## src/rtl/market_packet_transmitter.sv

```systemverilog
// ----------------------------------------------------------------------------
// market_packet_transmitter
//
// Serialises one market-data update into an 18-byte big-endian wire frame,
// one byte per accepted cycle on the tx_* handshake. One update can be held
// pending while a frame is on the wire, so consecutive frames can go out
// back-to-back (or separated by INTER_PKT_GAP idle cycles).
//
// Frame layout (byte index: content), every field MSB first:
//   0      SYNC_BYTE
//   1-4    ticker[31:0]
//   5-8    timestamp[31:0]
//   9-11   ask[23:0]
//   12-14  bid[23:0]
//   15     position[15:8]
//   16     XOR of bytes 1..15
//   17     position[7:0]
//
// Ports
//   clk           in   1      clock
//   rst           in   1      synchronous, active-high reset
//   in_valid      in   1      update fields valid
//   in_ready      out  1      pending buffer empty (registered, no path from tx_ready)
//   in_ticker     in   32     4 ASCII chars, MSB = first char
//   in_timestamp  in   32     unsigned timestamp
//   in_ask_cents  in   24     unsigned ask price, cents
//   in_bid_cents  in   24     unsigned bid price, cents
//   in_position   in   16     two's complement position, shares
//   tx_byte       out  8      current wire byte (0 when tx_valid is low)
//   tx_valid      out  1      tx_byte valid
//   tx_ready      in   1      sink takes byte when tx_valid && tx_ready
//   tx_busy       out  1      FSM not idle
//   tx_done       out  1      pulse in the cycle the last byte (17) is taken
//   pkt_count     out  CNT_W  frames completed, wraps
// ----------------------------------------------------------------------------
module market_packet_transmitter #(
    parameter logic [7:0] SYNC_BYTE     = 8'hA5,
    parameter int         INTER_PKT_GAP = 0,
    parameter int         CNT_W         = 16
) (
    input  logic             clk,
    input  logic             rst,
    input  logic             in_valid,
    output logic             in_ready,
    input  logic [31:0]      in_ticker,
    input  logic [31:0]      in_timestamp,
    input  logic [23:0]      in_ask_cents,
    input  logic [23:0]      in_bid_cents,
    input  logic [15:0]      in_position,
    output logic [7:0]       tx_byte,
    output logic             tx_valid,
    input  logic             tx_ready,
    output logic             tx_busy,
    output logic             tx_done,
    output logic [CNT_W-1:0] pkt_count
);

    localparam logic [4:0]  LAST_IDX = 5'd17;
    localparam logic [15:0] GAP_LOAD = 16'(INTER_PKT_GAP);

    typedef enum logic [1:0] {
        IDLE = 2'd0,
        SEND = 2'd1,
        GAP  = 2'd2
    } state_t;

    state_t state, next_state;

    // Pending update buffer
    logic        pend_valid;
    logic [31:0] pend_ticker;
    logic [31:0] pend_timestamp;
    logic [23:0] pend_ask;
    logic [23:0] pend_bid;
    logic [15:0] pend_position;

    // Active frame: shifted left one byte per take, so the wire byte is always
    // the top byte and naturally holds steady while the sink stalls.
    logic [143:0] frame_q;
    logic [143:0] frame_d;
    logic [119:0] payload;
    logic [7:0]   checksum;
    logic [4:0]   idx;
    logic [15:0]  gap_cnt;

    logic accept;
    logic load;
    logic take;
    logic last_take;

    assign in_ready = !pend_valid;
    assign accept   = in_valid && !pend_valid;

    // Bytes 1..15 of the frame, covered by the checksum.
    assign payload = {pend_ticker, pend_timestamp, pend_ask, pend_bid, pend_position[15:8]};

    always_comb begin
        checksum = 8'h00;
        for (int i = 0; i < 15; i++) begin
            checksum = checksum ^ payload[i*8 +: 8];
        end
        frame_d = {SYNC_BYTE, payload, checksum, pend_position[7:0]};
    end

    always_ff @(posedge clk) begin
        // NOTE: sequential state uses non-blocking assignments so every register
        // samples pre-edge values regardless of statement order.
        if (rst) begin
            state <= IDLE;
        end else begin
            state <= next_state;
        end
    end

    always_comb begin
        // NOTE: every output of this block gets a default first, so no path
        // through the case statement can leave a value held (no latches).
        next_state = state;
        load       = 1'b0;
        take       = 1'b0;
        last_take  = 1'b0;
        tx_valid   = 1'b0;
        tx_byte    = 8'h00;
        tx_done    = 1'b0;
        tx_busy    = (state != IDLE);

        case (state)
            IDLE: begin
                if (pend_valid) begin
                    load       = 1'b1;
                    next_state = SEND;
                end
            end

            SEND: begin
                tx_valid = 1'b1;
                tx_byte  = frame_q[143:136];
                if (tx_ready) begin
                    take = 1'b1;
                    if (idx == LAST_IDX) begin
                        last_take = 1'b1;
                        tx_done   = 1'b1;
                        if (INTER_PKT_GAP > 0) begin
                            next_state = GAP;
                        end else if (pend_valid) begin
                            // Reload in place: next frame's sync byte follows
                            // the previous frame's last byte with no bubble.
                            load = 1'b1;
                        end else begin
                            next_state = IDLE;
                        end
                    end
                end
            end

            GAP: begin
                if (gap_cnt == 16'd1) begin
                    if (pend_valid) begin
                        load       = 1'b1;
                        next_state = SEND;
                    end else begin
                        next_state = IDLE;
                    end
                end
            end

            default: next_state = IDLE;
        endcase
    end

    // Control registers
    always_ff @(posedge clk) begin
        if (rst) begin
            pend_valid <= 1'b0;
            idx        <= 5'd0;
            gap_cnt    <= 16'd0;
            pkt_count  <= '0;
        end else begin
            // accept and load are mutually exclusive: load needs pend_valid,
            // accept needs it clear.
            if (accept) begin
                pend_valid <= 1'b1;
            end else if (load) begin
                pend_valid <= 1'b0;
            end

            if (load) begin
                idx <= 5'd0;
            end else if (take && !last_take) begin
                idx <= idx + 5'd1;
            end

            if (last_take) begin
                pkt_count <= pkt_count + CNT_W'(1);
                gap_cnt   <= GAP_LOAD;
            end else if (state == GAP) begin
                gap_cnt <= gap_cnt - 16'd1;
            end
        end
    end

    // Datapath registers
    // NOTE: payload storage carries no reset; it is only observed once the
    // reset-cleared pend_valid / state qualify it, so resetting it buys nothing.
    always_ff @(posedge clk) begin
        if (accept) begin
            pend_ticker    <= in_ticker;
            pend_timestamp <= in_timestamp;
            pend_ask       <= in_ask_cents;
            pend_bid       <= in_bid_cents;
            pend_position  <= in_position;
        end

        if (load) begin
            frame_q <= frame_d;
        end else if (take) begin
            frame_q <= {frame_q[135:0], 8'h00};
        end
    end

endmodule

```

## config.mk

```make
export PLATFORM = sky130hd
export DESIGN_NAME = market_packet_transmitter
export DESIGN_NICKNAME = d
export VERILOG_FILES = /design/src/rtl/market_packet_transmitter.sv
export SDC_FILE = /design/constraint.sdc
export NUM_CORES = 1
export LEC_CHECK = 0
export CORE_UTILIZATION = 59
export CTS_CLUSTER_SIZE = 8
export DETAILED_ROUTE_END_ITERATION = 8
export PLACE_DENSITY = 0.84
export REMOVE_ABC_BUFFERS = 1
export SLEW_MARGIN = 20
export SYNTH_ARGS = -nofsm -noshare
export SYNTH_HDL_FRONTEND = slang
export SYNTH_SLANG_ARGS = --single-unit
```

## constraint.sdc

```tcl
create_clock -name clk -period 21.6 [get_ports clk]
set_input_delay 4.32 -clock clk [delete_from_list [all_inputs] [get_ports clk]]
set_output_delay 4.32 -clock clk [all_outputs]
set_load 0.03 [all_outputs]
```

==> results.py <==
metrics = {
    "routing": {
        "wirelength_mm": 20.4,
        "drtAntennaViolNets": 0,
        "num_vias": 6124,
        "drc": 0,
        "drt_iter0_drc": 365,
        "wl_per_cell_um": 18.0,
        "vias_per_cell": 5.40,
        "firstDrtPassIters": 4,
    },
    "clock_tree": {
        "hold_buffers": 0,
        "ctsResizeCount": 0,
        "postCtsSetupBuffers": 0,
        "cts_tree": "built",
        "cts_buffers": 42,
        "clock_sinks": 295,
        "h-tree-depth": 2,
        "clkSlewWorstSetupHoldPaths_ns": 0.05,
        "root_buffer": "clkbuf_16",
        "clock_latency_ns": 0.51,
        "clockBufferDepth": 3,
    },
    "floorplan": {
        "die-area_sq_um": 21000,
        "die_w_um": 145,
        "start_util": 0.611,
        "placementRows": 51,
        "core_area_sq_um": 19700,
        "die_h_um": 145,
        "io-pin-count": 160,
    },
    "cells_and_area": {
        "fillers": 1129,
        "n_antenna_cell": 0,
        "areaGrowthSynthToFinish_pct": 24.6,
        "drive_gt1_frac": 0.166,
        "fin_nets": 989,
    },
    "yosys": {
        "ys.flop_type": "edfxtp_1",
        "yosys_register_bits": 295,
        "avgSynthCellArea_sq_um": 18.0,
        "syn_inst": 669,
        "netlist-cell-type-count": 34,
        "netlist_area_sq_um": 12100,
        "synth_edf_count": 264,
        "ys_warn_count": 0,
        "async_flop_share": 0,
        "seq_area_frac_synth": 0.709,
    },
    "pwr": {
        "power_mw": 1.44,
        "vdd_drop_max_v": 0.0000806,
        "cellPowerDensity_nw_per_um2": 96.2,
        "p_leak_nw": 5.23,
    },
    "placed_design": {
        "post-dp-hpwl_mm": 12.9,
        "port_buffers": 159,
        "gp_congestion": 0.781,
    },
    "sta": {
        "clock.fmax_mhz": 93.3,
        "worstMarginPinSlew_ns": 1.06,
        "setup_violations": 0,
        "fin_tns_setup_ns": 0,
        "min_period_over_period": 0.496,
        "hold_viol": 0,
        "fin_skew_ns": 0.0207,
        "rsz0062_at_grt": "false",
        "slew_violations": 0,
        "slew_headroom": 0.294,
        "min_period_ns": 10.72,
    },
    "grt": {
        "grt-ovfl-total": 0,
        "globalRouteTotalUtil": 0.203,
        "grt_pass1_vias": 6682,
        "grt_pass1_wl_mm": 33.5,
        "grt_max_degree": 89,
        "antenna_found_initial": 0,
    },
    "status": {
        "outcome": "completed",
    },
    "setup_path": {
        "crit_type": "input pin to output port",
        "timing.critical_path.buf_inv": 3,
        "critPathRequiredTime_ns": 17.28,
        "cp.depth": 5,
        "critPathArrivalTime_ns": 6.40,
        "cp_slowest_stage_delay_ns": 0.69,
        "r2r_cells": 6,
        "reg2reg_to": "frame_q[88]",
        "crit_path_start_kind": "input pin",
        "cpMostUsedCell": "clkdlybuf4s50_1",
        "crit_fanout": 15,
        "critical_path.top_delay_family": "buffers and inverters",
        "regToRegSetupSlack_ns": 17.64,
        "cp_cell_sequence": "clkdlybuf4s50_1 -> and2_1 -> nand2_2 -> inv_1 -> clkdlybuf4s50_1",
        "crit_path_top_delay_cell": "clkdlybuf4s50_1",
        "crit_path_end_kind": "output port",
        "r2r-start": "state[0]",
    },
    "min_path": {
        "worstHoldStart": "frame_q[142]",
        "worstHoldEndpoint": "frame_q[142]",
        "hold_class": "flip-flop to flip-flop",
        "holdPathStages": 2,
    },
    "run": {
        "drv_cap": 0,
    },
}
-- sequential cells by signal, indices dropped and copies added, names as in the netlist --
register,cells
pend_ask,24
state,1
pend_ticker,32
frame_q,144
pend_timestamp,32
pend_bid,24
idx,5
pend_position,16
pkt_count,16
pend_valid,1
-- worst min-delay path, stage by stage (launching register included) --
cell     delay, ns
dfxtp_1       0.30
nand2_1       0.05
a21oi_1       0.05
-- cell families (layout without fill, tap and decap cells) --
| kind of cell | Yosys count | in the layout | share of synthesized area |
|---|---|---|---|
| compound gates | 26 | 26 | 0.0133 |
| simple gates | 89 | 89 | 0.0402 |
| flops | 295 | 295 | 0.709 |
| xor+xnor | 99 | 99 | 0.0993 |
| fa+ha+maj | 3 | 3 | 0.00311 |
| buf+inv | 29 | 229 | 0.0154 |
| mux | 128 | 128 | 0.120 |
-- synthesized netlist by cell type (all sizes together), types with 4 or more instances --
library cell / n / area share
dfxtp: 31 / 0.051
or4: 5 / 0.0031
xor2: 16 / 0.012
inv: 5 / 0.0016
edfxtp: 264 / 0.66
o21ai: 4 / 0.0017
nand2: 23 / 0.0074
nor2: 11 / 0.0034
mux2: 128 / 0.12
buf: 18 / 0.012
nor3: 5 / 0.0021
a21oi: 15 / 0.0072
xnor3: 24 / 0.045
and2: 18 / 0.0093
xnor2: 59 / 0.043
clkbuf: 6 / 0.0019
nand4: 9 / 0.0047
o31ai: 5 / 0.0031
nand3: 8 / 0.0037
-- where the power goes --
group | leakage (nW) | total (mW) | internal [mW] | switching (mW)
Sequential | 2.77 | 0.710 | 0.689 | 0.0202
Combinational | 1.91 | 0.164 | 0.0976 | 0.0668
Clock | 0.552 | 0.570 | 0.357 | 0.213
-- stage by stage --
step / utilization / area (sq um) / std cells / setup slack, ns / hold WS [ns]
after floorplan: - / 11900 / 645 / 10.52 / 0.432
after global placement: 0.704 / 13900 / 1075 / 10.98 / 0.440
after detailed placement: 0.704 / 13900 / 1075 / 10.92 / 0.451
after CTS: 0.762 / 15000 / 1134 / 10.89 / 0.458
after global routing: 0.762 / 15000 / 1134 / 10.76 / 0.482
final: 0.762 / 15000 / 1134 / 10.88 / 0.456
-- worst max-delay path by stage --
stage	start	end	slack, ns
global placement	tx_ready	tx_done	10.98
finish	tx_ready	tx_done	10.88
detailed placement	tx_ready	tx_done	10.92
CTS	tx_ready	tx_done	10.89
floorplan	state[0]	frame_q[0]	10.52
global route	tx_ready	tx_done	10.76
-- routing by layer --
layer / track usage / part of all wire / vias up
met4: 0.0729 / 0.020 / 0
met5: 0 / 0 / -
met2: 0.349 / 0.51 / 187
met1: 0.254 / 0.41 / 3007
met3: 0.0418 / 0.053 / 39
li1: - / - / 2891
-- placed cells by master, fill, tap and decap left out, types with 7 or more instances in the layout --
cell type and count:
clkbuf_16 43, a21oi_1 14, xnor2_1 59, nand3_1 7, xnor3_1 24, mux2_2 88
clkdlybuf4s50_1 159, xor2_1 16, nand4_1 9, mux2_1 40, edfxtp_1 264, dfxtp_1 31
clkbuf_1 15, nand2_1 22, and2_1 18, nor2_1 11
-- cell type report --
cell class | count | area (sq um) | area share
timing repair buffer | 165 | 1640 | 0.109
inverter | 5 | 18.8 | 0.00125
sequential | 295 | 8550 | 0.569
clock buffer | 58 | 1130 | 0.0754
clock inverter | 1 | 8.76 | 0.000583
multi-input combinational | 345 | 3340 | 0.222
tap | 265 | 332 | 0.0221
(Power assumes the default switching activity.)
